## config.mk

```make
export PLATFORM = sky130hd
export DESIGN_NAME = keypad_entry
export DESIGN_NICKNAME = d
export VERILOG_FILES = /design/src/rtl/keypad_pkg.sv /design/src/rtl/ffd.sv /design/src/rtl/keypad_keymap.sv /design/src/rtl/keypad_entry.sv
export SDC_FILE = /design/constraint.sdc
export NUM_CORES = 1
export LEC_CHECK = 0
export ABC_AREA = 1
export CAP_MARGIN = 30
export CORE_MARGIN = 1
export CORE_UTILIZATION = 61
export CTS_BUF_LIST = sky130_fd_sc_hd__clkbuf_8
export CTS_CLUSTER_DIAMETER = 50
export CTS_CLUSTER_SIZE = 40
export DETAILED_ROUTE_END_ITERATION = 10
export HOLD_SLACK_MARGIN = 0.1
export PLACE_DENSITY = 0.79
export SYNTH_ARGS = -nofsm -noshare
export SYNTH_HDL_FRONTEND = slang
export SYNTH_HIERARCHICAL = 1
export SYNTH_SLANG_ARGS = --single-unit
```

## constraint.sdc

```tcl
create_clock -name CLK -period 9.8 [get_ports CLK]
set_input_delay 1.96 -clock CLK [delete_from_list [all_inputs] [get_ports CLK]]
set_output_delay 1.96 -clock CLK [all_outputs]
set_load 0.005 [all_outputs]
```

## src/rtl/keypad_pkg.sv

```systemverilog
// Shared types and the key layout for the matrix keypad entry path.
// Matrix bit / keymap index is {row, col}; a set bit means that key is pressed.
package keypad_pkg;

  typedef enum logic [1:0] {
    IDLE,
    PRESS_DB,
    PRESSED,
    REL_DB
  } state_t;

  typedef struct packed {
    logic       none;
    logic       single;
    logic       multi;
    logic [3:0] code;
  } scan_result_t;

  // Element [15] first: row3 = E(*) 0 F(#) D, row0 = 1 2 3 A.
  localparam logic [15:0][3:0] KEYMAP = {
    4'hD, 4'hF, 4'h0, 4'hE,
    4'hC, 4'h9, 4'h8, 4'h7,
    4'hB, 4'h6, 4'h5, 4'h4,
    4'hA, 4'h3, 4'h2, 4'h1
  };

endpackage

```

## src/rtl/ffd.sv

```systemverilog
// Generic enable flip-flop with synchronous active-high reset to zero.
module ffd #(
  parameter int WIDTH = 1
) (
  input  logic             CLK,
  input  logic             RESET,
  input  logic             i_en,
  input  logic [WIDTH-1:0] i_d,
  output logic [WIDTH-1:0] o_q
);

  always_ff @(posedge CLK) begin
    if (RESET) begin
      o_q <= '0;
    end else if (i_en) begin
      o_q <= i_d;
    end
  end

endmodule

```

## src/rtl/keypad_keymap.sv

```systemverilog
// Classifies one captured 4x4 scan as none / single / multi and decodes the
// single pressed key to its hex code.
module keypad_keymap
  import keypad_pkg::*;
(
  input  logic [15:0]  i_matrix,
  output scan_result_t o_result
);

  logic [4:0] w_count;
  logic [3:0] w_code;

  always_comb begin
    w_count  = '0;
    w_code   = '0;
    o_result = '0;
    for (int i = 0; i < 16; i++) begin
      if (i_matrix[i]) begin
        w_count = w_count + 5'd1;
        w_code  = KEYMAP[i];
      end
    end
    o_result.none   = (w_count == 5'd0);
    o_result.single = (w_count == 5'd1);
    o_result.multi  = (w_count >  5'd1);
    o_result.code   = w_code;
  end

endmodule

```

## src/rtl/keypad_entry.sv

```systemverilog
// 4x4 hex keypad scanner with press/release debounce; accepted keys shift
// into a 32-bit entry register that can drive the hex display directly.
//
// state    | meaning
// IDLE     | no key held, waiting for a single-key scan
// PRESS_DB | same single key seen on r_cnt consecutive scans
// PRESSED  | key accepted, waiting for an empty scan
// REL_DB   | empty scans counted in r_cnt before release
module keypad_entry
  import keypad_pkg::*;
#(
  parameter int SCAN_DIV       = 1000,
  parameter int DEBOUNCE_SCANS = 4
) (
  input  logic        CLK,
  input  logic        RESET,
  input  logic [3:0]  ROWS,
  output logic [3:0]  COLS,
  input  logic        CLEAR,
  output logic [31:0] VALUE,
  output logic [3:0]  KEY,
  output logic        KEY_VALID,
  output logic        KEY_HELD
);

  localparam int DIV_W = (SCAN_DIV > 1) ? $clog2(SCAN_DIV) : 1;
  localparam int CNT_W = $clog2(DEBOUNCE_SCANS + 1);
  localparam logic [DIV_W-1:0] DIV_TC = DIV_W'(SCAN_DIV - 1);
  localparam logic [CNT_W-1:0] CNT_TC = CNT_W'(DEBOUNCE_SCANS);
  localparam logic [CNT_W-1:0] CNT_ONE = CNT_W'(1);

  logic [3:0]       r_rows_meta;
  logic [3:0]       r_rows_sync;
  logic [DIV_W-1:0] r_div;
  logic [1:0]       r_col;
  logic [15:0]      r_matrix;
  logic             r_scan_done;
  logic             w_div_tc;
  scan_result_t     w_res;

  state_t           r_state;
  state_t           w_state_nxt;
  logic [3:0]       r_cand;
  logic [3:0]       w_cand_nxt;
  logic [CNT_W-1:0] r_cnt;
  logic [CNT_W-1:0] w_cnt_nxt;
  logic [CNT_W-1:0] w_cnt_inc;
  logic             w_accept;
  logic             w_release;
  logic [3:0]       r_key;
  logic             r_key_valid;
  logic             r_key_held;

  logic             w_value_en;
  logic [31:0]      w_value_d;

  assign w_div_tc = (r_div == DIV_TC);
  assign COLS     = ~(4'b0001 << r_col);

  // Rows are only ever read through the two-flop synchronizer.
  always_ff @(posedge CLK) begin
    if (RESET) begin
      r_rows_meta <= 4'hF;
      r_rows_sync <= 4'hF;
      r_div       <= '0;
      r_col       <= '0;
      r_matrix    <= '0;
      r_scan_done <= 1'b0;
    end else begin
      r_rows_meta <= ROWS;
      r_rows_sync <= r_rows_meta;
      r_scan_done <= w_div_tc && (r_col == 2'd3);
      if (w_div_tc) begin
        r_div <= '0;
        r_col <= r_col + 2'd1;
        for (int r = 0; r < 4; r++) begin
          r_matrix[{r[1:0], r_col}] <= ~r_rows_sync[r];
        end
      end else begin
        r_div <= r_div + DIV_W'(1);
      end
    end
  end

  keypad_keymap u_keymap (
    .i_matrix (r_matrix),
    .o_result (w_res)
  );

  always_ff @(posedge CLK) begin
    if (RESET) begin
      r_state     <= IDLE;
      r_cand      <= '0;
      r_cnt       <= '0;
      r_key       <= '0;
      r_key_valid <= 1'b0;
      r_key_held  <= 1'b0;
    end else begin
      r_state     <= w_state_nxt;
      r_cand      <= w_cand_nxt;
      r_cnt       <= w_cnt_nxt;
      r_key_valid <= w_accept;
      if (w_accept) begin
        r_key      <= w_cand_nxt;
        r_key_held <= 1'b1;
      end else if (w_release) begin
        r_key_held <= 1'b0;
      end
    end
  end

  // The FSM only moves on the single cycle a completed scan result is valid.
  always_comb begin
    w_state_nxt = r_state;
    w_cand_nxt  = r_cand;
    w_cnt_nxt   = r_cnt;
    w_accept    = 1'b0;
    w_release   = 1'b0;
    w_cnt_inc   = r_cnt + CNT_ONE;
    if (r_scan_done) begin
      case (r_state)
        IDLE: begin
          if (w_res.single) begin
            w_cand_nxt = w_res.code;
            if (CNT_TC == CNT_ONE) begin
              w_state_nxt = PRESSED;
              w_cnt_nxt   = '0;
              w_accept    = 1'b1;
            end else begin
              w_state_nxt = PRESS_DB;
              w_cnt_nxt   = CNT_ONE;
            end
          end
        end
        PRESS_DB: begin
          if (w_res.none || w_res.multi) begin
            w_state_nxt = IDLE;
            w_cnt_nxt   = '0;
          end else if (w_res.code != r_cand) begin
            w_cand_nxt = w_res.code;
            w_cnt_nxt  = CNT_ONE;
          end else if (w_cnt_inc >= CNT_TC) begin
            w_state_nxt = PRESSED;
            w_cnt_nxt   = '0;
            w_accept    = 1'b1;
          end else begin
            w_cnt_nxt = w_cnt_inc;
          end
        end
        PRESSED: begin
          if (w_res.none) begin
            if (CNT_TC == CNT_ONE) begin
              w_state_nxt = IDLE;
              w_cnt_nxt   = '0;
              w_release   = 1'b1;
            end else begin
              w_state_nxt = REL_DB;
              w_cnt_nxt   = CNT_ONE;
            end
          end
        end
        REL_DB: begin
          if (!w_res.none) begin
            w_state_nxt = PRESSED;
            w_cnt_nxt   = '0;
          end else if (w_cnt_inc >= CNT_TC) begin
            w_state_nxt = IDLE;
            w_cnt_nxt   = '0;
            w_release   = 1'b1;
          end else begin
            w_cnt_nxt = w_cnt_inc;
          end
        end
        default: begin
          w_state_nxt = IDLE;
          w_cnt_nxt   = '0;
        end
      endcase
    end
  end

  // A clear that lands on an accept keeps only the new nibble.
  assign w_value_en = w_accept || CLEAR;
  assign w_value_d  = CLEAR ? (w_accept ? {28'h0, w_cand_nxt} : 32'h0)
                            : {VALUE[27:0], w_cand_nxt};

  ffd #(32) u_value (
    .CLK   (CLK),
    .RESET (RESET),
    .i_en  (w_value_en),
    .i_d   (w_value_d),
    .o_q   (VALUE)
  );

  assign KEY       = r_key;
  assign KEY_VALID = r_key_valid;
  assign KEY_HELD  = r_key_held;

endmodule
```

==> key figures <==
Status
  • Status: complete, no violations

Setup path
  • Slowest CP cell: dfxtp_1
  • CP max stage delay: 0.40 ns
  • R2R depth: 63
  • Critical path type: register to register
  • Crit. End Element: register
  • Register-to-register setup slack: 1.07 ns
  • Arrival time at the worst endpoint: around 9.0 ns
  • Required time worst endpoint: slightly above 10 ns
  • Most used cell, CP: nand2_1
  • Max FO, Critical Path: 20
  • Kind of start point of the critical path: register

Power and ir drop
  • Switch Pwr: about 0.16 mW
  • P_int: 0.499 mW
  • Seq pwr share: between 50% and 60%
  • Clock power frac: about 37%
  • PwrDens: ~91 nW/um^2
  • Switching share of power: 23.8%
  • Lkg Pwr: between 3 and 4 nW
  • Combinational power share: 8.4%
  • Peak supply drop: 0.0845 mV

Min path
  • Worst hold path class: register to register
  • Hold path cells: 1

Clocking
  • Latest clock arrival within the worst-skew pair: about 0.36 ns
  • TritonCTS clock tree: yes
  • Clk buf depth: 2
  • CTS buffer count: 9
  • Root buffer cell: clkbuf_8
  • H-tree depth: 3
  • TritonCTS Sinks: 84
  • Reg clk slew, reported paths: 0.08 ns

Detailed routing
  • Drt first pass iters: 5
  • Via density per instance: roughly 5
  • Final WL: approximately 14000 microns
  • DRC: 0
  • Post-DRT Antenna Nets: 0
  • Drt wl/cell: about 11 microns
  • Initial DRC Count: approximately 270
  • Via count: about 6300

STA
  • Least-Margin Pin Slew: 0.947 ns
  • Fin. Hold Viols: 0
  • FMAX: about 110 MHz
  • Slew Viols, Final: 0
  • Sum Neg Setup Slack: 0 ns
  • Period minus WS final: between 8 and 9 ns
  • Setup ws final: 1.07 ns
  • Slew Limit Headroom: 36.8%
  • Fin crit share: 89.1%
  • Clock Skew: between 0.008 and 0.009 ns
  • RSZ-0062 raised after global routing: no
  • Final Setup Violations: 0

Global route
  • Number of global-route vias before repair: ~5500
  • Total track usage: roughly 25%
  • Gr ovfl total: 0
  • Initial antenna violation count: 0
  • First-pass GRT wire length: roughly 23000 microns
  • Largest net degree at the start of global routing: 40

Yosys
  • Cells after synthesis: 1073
  • Syn avg cell area: roughly 6.0 sq um
  • Most frequent cell after synthesis: nand2_1
  • Top post-synthesis cells by area: dfxtp_1 26%, nand2_1 19%, nor2_1 10%, inv_1 9.4%, nand3_1 8.3%
  • Synth Cell Area: 6450 sq um
  • Top post-synthesis cells by count: 328 x nand2_1, 172 x nor2_1, 161 x inv_1, 107 x nand3_1, 84 x dfxtp_1
  • Total nets after synthesis: between 1000 and 1500
  • Yosys top cell by area: dfxtp_1
  • Share of the synthesized area in the top cell type: about a quarter
  • Async set or reset register ratio after synthesis: 0%
  • Number of flops mapped to enable cells by yosys: 0
  • Sequential area share after synthesis: about a quarter
  • Top FF cell, synth: dfxtp_1
  • Ys Warns: 6
  • Flops & latches, synth: 84
  • Synth cell types: 35

Layout
  • P&R area growth vs syn: 11.4%
  • Diodes inserted: 0
  • Fill count: a little under 1000
  • Net count reported at finish: approximately 1100
  • Layout cells sized above 1: ~9.3%

Floorplan
  • Die Area: around 11000 sq um
  • Row count: 37
  • Ports: 49
  • Die X: approximately 100 microns
  • Die Ht: about 100 microns
  • Initial Util: a little over three fifths
  • Core Box Area: 10300 sq um

Placement
  • Dpl ws: 0.786 ns
  • Final estimated routing congestion in global placement: around 0.89
  • Hpwl dp: 10300 microns
  • Port Buffers: 48

Job
  • Max-Cap Viols: 0
kinds of logic (layout without fill, tap and decap cells):
kind of cell / Yosys count / after routing / synth area share [%]
adder cells (fa/ha/maj): 23 / 23 / 4.46
XOR/XNOR: 4 / 4 / 0.543
AND/OR/NAND/NOR: 706 / 707 / 51.2
flip-flops: 84 / 84 / 26.1
AO/OA/AOI/OAI: 61 / 61 / 5.02
buffers and inverters: 195 / 240 / 12.7
timing repair:
item,4_1_cts,5_1_grt
resized for setup,0,3
setup buffers,0,0
hold buffers,0,0
setup endpoints to repair,0,32
hold endpoints to repair,0,0
state kept, by name (all words and copies together) (netlist names):
name,flops
u_value/o_q,32
r_matrix,16
r_div,10
KEY,4
r_cand,4
r_rows_meta,4
r_rows_sync,4
r_cnt,3
r_col,2
r_state,2
KEY_HELD,1
KEY_VALID,1
r_scan_done,1
cell usage in the layout (no fill, tap or decap), types with 3 or more instances in the layout:
cell type / Yosys / layout
inv_1: 161 / 161
a21oi_1: 23 / 23
nand3_1: 107 / 107
nand3_4: 10 / 11
nand2_1: 328 / 327
dfxtp_1: 84 / 84
xor2_1: 3 / 3
nand4_1: 10 / 10
a31oi_1: 5 / 5
inv_2: 11 / 11
nor2_2: 3 / 3
nand3_2: 8 / 7
nor2_4: 5 / 5
clkdlybuf4s50_1: 0 / 48
nand2_2: 12 / 12
ha_1: 23 / 23
nor2_1: 172 / 172
clkbuf_8: 0 / 10
o21ai_0: 29 / 29
nor3_1: 4 / 4
buf_4: 1 / 3
nand3b_1: 11 / 11
clkinv_2: 0 / 3
nand2_4: 17 / 18
or2_2: 16 / 16
cell type report:
cell class / count / area [sq um] / area share [%]
Inverter: 174 / 656 / 9.12
Multi-Input combinational cell: 795 / 3990 / 55.5
Clock inverter: 5 / 52.6 / 0.731
Tap cell: 136 / 170 / 2.37
Sequential cell: 84 / 1680 / 23.4
Clock buffer: 10 / 138 / 1.92
Timing Repair Buffer: 51 / 503 / 7.00
path summary, 6_finish.rpt:
check	start	endpoint
worst max-delay path	r_matrix[0]	u_value/o_q[15]
worst min-delay path	r_rows_meta[2]	r_rows_sync[2]
worst max register to register	r_matrix[0]	u_value/o_q[15]
worst min register to register	r_rows_meta[2]	r_rows_sync[2]
per-layer routing:
layer | GRT usage, % | vias up | part of all wire (%)
met5 | 0 | - | 0
met4 | 6.94 | 0 | 1.2
met3 | 5.80 | 12 | 4.7
met2 | 43.0 | 108 | 45
met1 | 32.0 | 2752 | 49
li1 | - | 3402 | -
critical path, delay by kind of cell, from the launching register on:
family | cells | cell delay [ns]
flip-flops | 1 | 0.40
buffers and inverters | 9 | 0.70
adder cells (fa/ha/maj) | 8 | 2.20
AND/OR/NAND/NOR | 46 | 5.38
power by group through the flow:
stage | combinational [mW] | sequential, mW | clock [mW]
2_1_floorplan | 0.0334 | 0.365 | 0
3_3_place_gp | 0.0532 | 0.366 | 0
3_5_place_dp | 0.0538 | 0.366 | 0
4_1_cts | 0.0542 | 0.358 | 0.246
5_1_grt | 0.0622 | 0.359 | 0.260
6_report | 0.0547 | 0.358 | 0.242
metrics by stage:
step | hold slack (ns) | total power, mW | util [%] | std cells | area [sq um]
after floorplan | 0.389 | 0.399 | - | 1073 | 6450
after detailed placement | 0.395 | 0.419 | 67.8 | 1239 | 6960
after CTS | 0.414 | 0.658 | 69.6 | 1254 | 7150
final | 0.414 | 0.654 | 69.9 | 1255 | 7190
after global routing | 0.418 | 0.682 | 69.9 | 1255 | 7190
after global placement | 0.397 | 0.419 | 67.8 | 1239 | 6960
Power figures use the tool's default switching activity.
